File: src/rtl/lab2_proc_int_mul_iter.sv
// Iterative shift-add multiplier for the X stage: one partial product per cycle.
// Define LAB2_PROC_IMUL_ZERO_SKIP_EN to end early once the remaining b is zero.
module lab2_proc_int_mul_iter #(
    parameter int p_nbits = 32
) (
    input  logic                   clk,
    input  logic                   reset,
    input  logic                   reqstream_val,
    output logic                   reqstream_rdy,
    input  logic [2*p_nbits-1:0]   reqstream_msg,
    output logic                   respstream_val,
    input  logic                   respstream_rdy,
    output logic [p_nbits-1:0]     respstream_msg
);

    localparam int CW = $clog2(p_nbits + 1);
    localparam logic [CW-1:0] LAST = CW'(p_nbits - 1);

    typedef enum logic [1:0] {
        IDLE,
        CALC,
        DONE
    } state_t;

    state_t               state_q, state_d;
    logic [p_nbits-1:0]   a_q, a_d;
    logic [p_nbits-1:0]   b_q, b_d;
    logic [p_nbits-1:0]   res_q, res_d;
    logic [CW-1:0]        cnt_q, cnt_d;
    logic                 upd;

    always_ff @(posedge clk or posedge reset) begin
        if (reset) begin
            state_q <= IDLE;
            a_q     <= '0;
            b_q     <= '0;
            res_q   <= '0;
            cnt_q   <= '0;
        end else begin
            state_q <= state_d;
            a_q     <= a_d;
            b_q     <= b_d;
            res_q   <= res_d;
            cnt_q   <= cnt_d;
        end
    end

    always_comb begin
        state_d        = state_q;
        a_d            = a_q;
        b_d            = b_q;
        res_d          = res_q;
        cnt_d          = cnt_q;
        upd            = 1'b0;
        reqstream_rdy  = 1'b0;
        respstream_val = 1'b0;

        unique case (state_q)
            IDLE: begin
                reqstream_rdy = ~reset;
                if (reqstream_val && reqstream_rdy) begin
                    a_d     = reqstream_msg[2*p_nbits-1:p_nbits];
                    b_d     = reqstream_msg[p_nbits-1:0];
                    res_d   = '0;
                    cnt_d   = '0;
                    state_d = CALC;
                end
            end
            CALC: begin
                upd = 1'b1;
`ifdef LAB2_PROC_IMUL_ZERO_SKIP_EN
                // No bits of b left: the result is already final
                if (b_q == '0) begin
                    upd     = 1'b0;
                    state_d = DONE;
                end
`endif
            end
            DONE: begin
                respstream_val = 1'b1;
                if (respstream_rdy) begin
                    state_d = IDLE;
                end
            end
            default: begin
                state_d = IDLE;
            end
        endcase

        if (upd) begin
            if (b_q[0]) begin
                res_d = res_q + a_q;
            end
            a_d   = a_q << 1;
            b_d   = b_q >> 1;
            cnt_d = cnt_q + CW'(1);
            if (cnt_q == LAST) begin
                state_d = DONE;
            end
        end
    end

    assign respstream_msg = res_q;

endmodule
File: config.mk
export PLATFORM = sky130hd
export DESIGN_NAME = lab2_proc_int_mul_iter
export DESIGN_NICKNAME = d
export VERILOG_FILES = /design/src/rtl/lab2_proc_int_mul_iter.sv
export SDC_FILE = /design/constraint.sdc
export NUM_CORES = 1
export LEC_CHECK = 0
export BUFFER_PORTS_ARGS = -buffer_cell sky130_fd_sc_hd__buf_2
export CORE_MARGIN = 1.5
export CORE_UTILIZATION = 29
export DETAILED_ROUTE_END_ITERATION = 7
export HOLD_SLACK_MARGIN = 0.1
export PLACE_DENSITY_LB_ADDON = 0.25
export SLEW_MARGIN = 30
export SYNTH_ARGS = -nofsm -noshare
export SYNTH_HDL_FRONTEND = slang
export SYNTH_SLANG_ARGS = --single-unit
File: constraint.sdc
create_clock -name clk -period 7.35 [get_ports clk]
set_clock_uncertainty 0.1 [all_clocks]
set_input_delay 1.47 -clock clk [delete_from_list [all_inputs] [get_ports clk]]
set_output_delay 1.47 -clock clk [all_outputs]
set_load 0.01 [all_outputs]
# Yosys cells after proc, flatten, opt, wreduce, memory -nomap -nowiden

Cells that the tools add are included.

Add/subtract/negate cells: 2
Eq/ne operators: 3
Mux-type cells: 21
Bitwise logic cells: 1
Reduce and logical (&&, ||, !) cells: 5

Operators by type and width:

| kind                                                             | count |
|---|---|
| 32-bit 2-to-1 mux                                                | 10 |
| 32-bit adder                                                     | 1 |
| 6-bit 2-to-1 mux                                                 | 3 |
| 2-bit 2-to-1 mux                                                 | 4 |
| 6-bit by 1-bit adder with 6-bit output (second input constant)   | 1 |
| 6-bit by 5-bit == test with 1-bit output (second input constant) | 1 |
| 2-bit case mux with 3 select lines                               | 1 |
| 2-bit nonzero test                                               | 2 |
| 1-bit 2-to-1 mux                                                 | 3 |
| 2-bit by 1-bit == test with 1-bit output (second input constant) | 1 |
| 2-bit == test (second input constant)                            | 1 |
| 2-bit logical NOT                                                | 1 |
| 2-bit AND reduction                                              | 1 |
| 1-bit logical AND                                                | 1 |
| 1-bit NOT                                                        | 1 |

Register bits: 104
Bits of input ports: 68
Output and inout port bits: 34
Word-level logic and storage cells: 37

# Longest topological paths before layout

Gate-level depths: netlist of the first run.

Depth after elaboration: 6
Depth in mapped cells: 9
Mapped depth without buffers: 9

# Worst setup path after synthesis of the first run

Ideal clock, no wire load.

Kind: input port to output port
Start: input reset
End: output reqstream_rdy
Arrival: 1729 ps
Data required time: 5780 ps
Setup slack: 4051 ps
Stages on the path: 1
Path buffers: 0
Cells stage by stage: nor3_1

Cells in the longest elaborated chain, start to end: 2

Ends and longest elaborated chain:

| element          | line | RTL |
|---|---|---|
| start, declared  | 7    | `input logic reset,` |
| 1-bit NOT        | 60   | `reqstream_rdy = ~reset;` |
| 1-bit 2-to-1 mux | 58   | `unique case (state_q)` |
| end, declared    | 9    | `output logic reqstream_rdy,` |

No other way between the ends.

# Worst setup path after layout of the first run

Ends and elaborated chain as after synthesis.

==> results.toml, run 1 <==
[floorplan]
die_area_sq_um = 21700
initial_utilization_pct = 29.7
io_pins = 102
die_x_um = 147
die_h_um = 147
fp-row-count = 52
coreArea_sq_um = 20400

[clock_network]
cts_tree = "yes"
cts.sinks = 104
cts.repair.resized = 0
cts_buffers = 9
cts-htree-levels = 3
root_buffer = "clkbuf_16"
clkLatencyLatePin_ns = 0.37
clockBufferDepth = 2
postCtsSetupRepairBufs = 0
hold_buffers = 0
clkSlewWorstSetupHoldPaths_ns = 0.09

[final_layout]
drive_above_1_share_pct = 19.0
synthToLayoutAreaGrowth_pct = 17.5
final_cell_mix = "nor2_1 (106), dfrtp_1 (104), buf_2 (101)"
antenna_cells = 0
n_fill_cell = 2148
multi_input_area_sq_um = 3150
ff_latch_area_sq_um = 2600
nets = 855
mostFrequentLayoutCell = "nor2_1"
fin_cells = 1029
fin_util_pct = 34.9

[place]
place_inst = 1013
dp_slack_ns = 3.91
gp_congestion = 0.820
port_buffers = 101
hpwl_um = 11800

[pwr]
netSwitchingFraction_pct = 47.6
power_frac_comb_pct = 57.0
switching_power_mw = 1.74
peakVddDrop_uv = 209
power_frac_seq_pct = 28.5
powerDensity_nw_per_um2 = 514
intPower_mw = 1.92
leakage_nw = 3.38
clkPwrFrac_pct = 14.5

[grt]
antenna_found_initial = 1
grt_overflow = 0
grt_max_degree = 54
grt_pass1_wl_um = 27700
grt_use_met3_pct = 4.75
grt-busiest-layer = "met2"
grt_use_met1_pct = 21.8
grt_pass1_vias = 5097
grt_usage_pct = 15.9
use_met2_pct = 24.6

[status]
status = "finished, final reports clean"

[sta]
setup_ws_ns = 3.92
max_slew_margin_pct = 49.3
setup_viol = 0
fin_hold_ws_ns = 0.398
finalCritPeriodShare_pct = 46.7
fin_setup_tns_ns = 0
fmax_mhz = 291
rsz0062_at_grt = "no"
post-route-min-period_ns = 3.43
hold_viol = 0
worst_pin_slew_ns = 0.758
drv_slew = 0

[synthesis]
avgSynthCellArea_sq_um = 8.91
synth_cell_types = 62
synthCells = 679
yosysWarningCount = 0
synthMuxAreaShare_pct = 0.186
async_reset_ff_share_pct = 100
synth_nets = 780
synth_top_flop_cell = "dfrtp_1"
synth-compound-area-share_pct = 25.1
ys_seq_elements = 104
syn-cell-area_sq_um = 6050
synth_edf_count = 0
synth_top_family_by_area = "compound AO/OA/AOI/OAI gates"
synth-simple-area-share_pct = 15.5
synth-xor-area-share_pct = 4.06
synthAdderAreaFrac_pct = 6.95
ys_seq_area_share_pct = 43.0

[worst_setup_path]
cp_max_fo = 3
worstPathRequired_ns = 5.78
criticalPathCategory = "in2out"
arrival_ns = 1.86
crit_path_end_kind = "output port"
startpoint_type = "input pin"

[routing]
drcViolationCount = 0
ant_nets = 0
vias_per_cell = 5.09
dr.pass1.iters = 5
wl_um = 16700
post_drt_wl_per_cell_um = 16.2
num_vias = 5236
dr.first_iter.drc_count = 327

[hold_path]
hp-class = "reg2reg"

[job]
maxCapViolations = 0
==> state kept, by name, summed over array words and instances (netlist names) <==
name and count:
a_q 32, cnt_q 6, b_q 32, respstream_msg 32, state_q 2
==> routing by layer <==
layer / up-vias / part of all wire, %
li1: 2620 / -
met1: 2495 / 49
met2: 103 / 45
met3: 16 / 5.4
met4: 2 / 1.3
met5: - / 0.078
==> critical path: stages <==
cell and delay [ns]:
buf_2 0.12, nor3_1 0.12, buf_2 0.15
==> power groups by stage <==
stage          Combinational, mW  Clock [mW]  Sequential [mW]
2_1_floorplan               1.57           0             1.03
3_3_place_gp                2.07           0             1.05
3_5_place_dp                2.08           0             1.05
4_1_cts                     2.09       0.550             1.05
5_1_grt                     2.34       0.573             1.08
6_report                    2.08       0.530             1.04
==> synth_stat cells, drive strengths merged (5+ instances only) <==
| master | n | area, sq um |
|---|---|---|
| a21o | 7 | 52.6 |
| a21oi | 39 | 199 |
| a222oi | 23 | 230 |
| a22o | 7 | 61.3 |
| a31oi | 5 | 46.3 |
| buf | 14 | 68.8 |
| clkbuf | 29 | 109 |
| dfrtp | 104 | 2600 |
| ha | 32 | 400 |
| inv | 36 | 135 |
| nand2 | 59 | 221 |
| nand3 | 8 | 40.0 |
| nand4 | 10 | 62.6 |
| nor2 | 108 | 405 |
| nor2b | 6 | 37.5 |
| nor3 | 7 | 45.0 |
| o21ai | 56 | 280 |
| o22ai | 40 | 250 |
| xnor2 | 13 | 114 |
| xor2 | 15 | 131 |
==> area by class of cell <==
class | instances | area share (%)
repair buffers | 107 | 7.75
well taps | 270 | 4.75
flip-flops and latches | 104 | 36.6
multi-input cells | 496 | 44.3
inverters | 36 | 1.94
clock buffers | 9 | 3.17
clock inverters | 7 | 1.46
==> kinds of logic after synthesis <==
family	after synthesis
simple gates	216
compound gates	218
mux	1
flops	104
fa+ha+maj	33
xor+xnor	28
buf+inv	79
==> through the flow <==
| stage | instance area (sq um) | total power [mW] |
|---|---|---|
| 2_1_floorplan | 6050 | 2.60 |
| 3_3_place_gp | 6770 | 3.12 |
| 3_5_place_dp | 6770 | 3.14 |
| 4_1_cts | 7100 | 3.69 |
| 5_1_grt | 7110 | 3.99 |
| 6_report | 7110 | 3.66 |
==> final timing paths <==
check | startpoint | to | slack (ns) | cells past startpoint
max | reset | reqstream_rdy | 3.92 | 3
min in group asynchronous | reset | b_q[3] | 1.10 | 2
min reg2reg | b_q[8] | b_q[8] | 0.40 | 2
min | b_q[8] | b_q[8] | 0.40 | 2
max reg2reg | respstream_msg[0] | respstream_msg[24] | 4.35 | 9
max in group asynchronous | reset | respstream_msg[16] | 4.90 | 3
Power figures use the tool's default switching activity.
==> run 2, diff against run 1 <==
--- a/config.mk
+++ b/config.mk
@@ -5,6 +5,7 @@
 export SDC_FILE = /design/constraint.sdc
 export NUM_CORES = 1
 export LEC_CHECK = 0
+export ABC_AREA = 1
 export BUFFER_PORTS_ARGS = -buffer_cell sky130_fd_sc_hd__buf_2
 export CORE_MARGIN = 1.5
 export CORE_UTILIZATION = 29
==> constraint.sdc (replaced) <==
create_clock -name clk -period 3.55 [get_ports clk]
set_clock_uncertainty 0.1 [all_clocks]
set_input_delay 0.71 -clock clk [delete_from_list [all_inputs] [get_ports clk]]
set_output_delay 0.71 -clock clk [all_outputs]
set_load 0.01 [all_outputs]
==> run 2 against run 1 <==
  * Count of clock-buffer cells in the layout increased by 2
  * Power increased by 140%
  * Global-route usage increased by 1.2 points
  * Register-to-register slack got worse by 3.1 ns
  * Sequential power increased by 120%
  * Clock power increased by 120%
  * Hold slack got worse by 0.012 ns
  * Utilization decreased by 0.090 points
  * Synthesized area increased by 13%
  * Critical endpoint is now respstream_msg[28]
  * Largest power group unchanged
==> results.toml, run 2 <==
[grt]
grt_pass1_vias = 6161
grt_use_met3_pct = 3.24
grt_max_degree = 67
antenna_found_initial = 3
grt_use_met1_pct = 23.8
grt_pass1_wl_um = 32600
grt_usage_pct = 17.1
use_met2_pct = 27.2
grt-busiest-layer = "met2"
grt_overflow = 0

[synthesis]
yosysTopAreaCellShare_pct = 38.1
yosysTopAreaCell = "dfrtp_1"
ys_seq_elements = 104
ys_seq_area_share_pct = 38.1
synth_edf_count = 0
synthCells = 969
avgSynthCellArea_sq_um = 7.04
post-synth-top-count-cell = "nand2_1"
synthTopCellsByCount = "nand2_1 (327), inv_1 (145), dfrtp_1 (104)"
synth_top_flop_cell = "dfrtp_1"
async_reset_ff_share_pct = 100
syn-cell-area_sq_um = 6820
synth_nets = 1070
yosysWarningCount = 0
netlist_top_cells_area = "dfrtp_1 (38%), nand2_1 (18%), inv_1 (8.0%), ha_1 (5.9%), nor2_1 (5.6%)"
synth_cell_types = 38

[place]
gp_congestion = 0.888
hpwl_um = 15000
port_buffers = 101

[clock_network]
cts-htree-levels = 3
hold_buffers = 0
cts_tree = "yes"
clockBufferDepth = 2
cts_buffers = 9
cts.sinks = 104
clkSlewWorstSetupHoldPaths_ns = 0.07
postCtsSetupRepairBufs = 0
cts.repair.resized = 0
clkLatencyLatePin_ns = 0.36
root_buffer = "clkbuf_16"

[worst_setup_path]
r2r_end = "respstream_msg[28]"
r2r_setup_slack_ns = 1.25
crit_family = "simple AND/OR/NAND/NOR gates"
cpPeakStageDelay_ns = 0.42
crit_path_end_kind = "flip-flop"
arrival_ns = 2.44
startpoint_type = "flip-flop"
criticalPathCategory = "reg2reg"
crit_slowest_cell = "fa_1"
worstPathRequired_ns = 3.69
crit-reg2reg-launch = "respstream_msg[0]"
cp_max_fo = 3
reg2regPathDepth = 12
setup.worst_path.start = "respstream_msg[0]"
cp_common_cell = "nand2_1"
cp_cell_sequence = "ha_1, fa_1, nand2_1, a21oi_2, nand3_1, nand3_1, nand2_1, nand2_1, nand2_1, nand3_1, nand2_1, nand2_1"
path_buf_inv = 0

[final_layout]
ff_latch_area_sq_um = 2600
n_fill_cell = 2585
drive_above_1_share_pct = 14.5
nets = 1159
final_cell_mix = "nand2_1 (327), inv_1 (144), dfrtp_1 (104)"
multi_input_area_sq_um = 3490
mostFrequentLayoutCell = "nand2_1"
fin_util_pct = 34.8
synthToLayoutAreaGrowth_pct = 16.5

[routing]
vias_per_cell = 4.56
wl_um = 19900
ant_nets = 0
num_vias = 6280
post_drt_wl_per_cell_um = 14.5
dr.pass1.iters = 6
drcViolationCount = 0
dr.first_iter.drc_count = 347

[sta]
fin_setup_tns_ns = 0
hold_viol = 0
setup_viol = 0
finalCritPeriodShare_pct = 64.9
post-route-min-period_ns = 2.30
fmax_mhz = 434
worst_pin_slew_ns = 0.761
max_slew_margin_pct = 49.2
rsz0062_at_grt = "no"
drv_slew = 0

[job]
maxCapViolations = 0

[hold_path]
hp-class = "reg2reg"
min_from = "b_q[2]"
worstHoldPathCells = 2
min_to = "b_q[2]"

[floorplan]
die_x_um = 156
die_area_sq_um = 24500
fp-row-count = 55
die_h_um = 156
coreArea_sq_um = 22800
io_pins = 102
initial_utilization_pct = 29.9

[pwr]
powerDensity_nw_per_um2 = 1120
leakage_nw = 4.30
peakVddDrop_uv = 387

[status]
status = "finished, final reports clean"
[run 2: cell count changes after synthesis, moves of 8 or more]
| cell | before | now |
|---|---|---|
| inv_1 | 36 | 145 |
| a221oi_1 | 1 | 28 |
| clkbuf_1 | 29 | 7 |
| nand3_1 | 8 | 76 |
| o22ai_1 | 40 | 12 |
| a222oi_1 | 23 | 0 |
| nand2_2 | 0 | 8 |
| xor2_1 | 15 | 6 |
| nand2_1 | 59 | 327 |
| o21ai_0 | 50 | 9 |
| o21ai_1 | 6 | 14 |
| a21oi_1 | 38 | 16 |
[run 2: cells by family after synthesis]
logic type	after synthesis	synth area share, %
compound gates	99	9.77
xor+xnor	16	2.05
fa+ha+maj	33	6.16
buf+inv	181	10.7
flops	104	38.1
simple gates	536	33.2
[run 2: area by class of cell]
type                       instances  area share [%]
timing repair buffer             106            6.83
inverter                         153            7.33
tap                              313            4.92
clock inverter                     5            1.07
antenna                            1          0.0315
sequential                       104            32.7
multi-input combinational        684            43.9
clock buffer                      11            3.18
[run 2: report_power, final]
group / switching (mW) / internal [mW]
Combinational: 3.55 / 1.96
Clock: 0.483 / 0.663
Sequential: 0.471 / 1.77
Total: 4.51 / 4.39
[run 2: worst max-delay path by stage]
stage	cells past startpoint	end
after global routing	7	respstream_msg[11]
after global placement	8	b_q[26]
after detailed placement	8	b_q[26]
final	12	respstream_msg[28]
after floorplan	8	b_q[22]
after CTS	7	respstream_msg[5]
[run 2: stage by stage]
step           std cells  hold WS, ns  worst slack (ns)  cell area, sq um  power (mW)
2_1_floorplan        969        0.349            0.0709              6830        6.31
3_3_place_gp        1360        0.367              1.02              7610        7.75
3_5_place_dp        1360        0.370             0.975              7610        7.78
4_1_cts             1376        0.389              1.21              7950        8.96
5_1_grt             1376        0.412             0.983              7950        9.86
6_report            1377        0.385              1.25              7950        8.90
[run 2: worst register-to-register path: stages (launching register included)]
cell	delay [ns]
dfrtp_1	0.40
ha_1	0.25
fa_1	0.42
nand2_1	0.13
a21oi_2	0.10
nand3_1	0.09
nand3_1	0.19
nand2_1	0.20
nand2_1	0.07
nand2_1	0.06
nand3_1	0.06
nand2_1	0.08
nand2_1	0.05
[run 2: layer usage]
layer | share of wire [%] | up-vias
met3 | 4.5 | 18
met5 | 0.14 | -
met1 | 49 | 2890
met2 | 45 | 119
met4 | 1.4 | 4
li1 | - | 3249
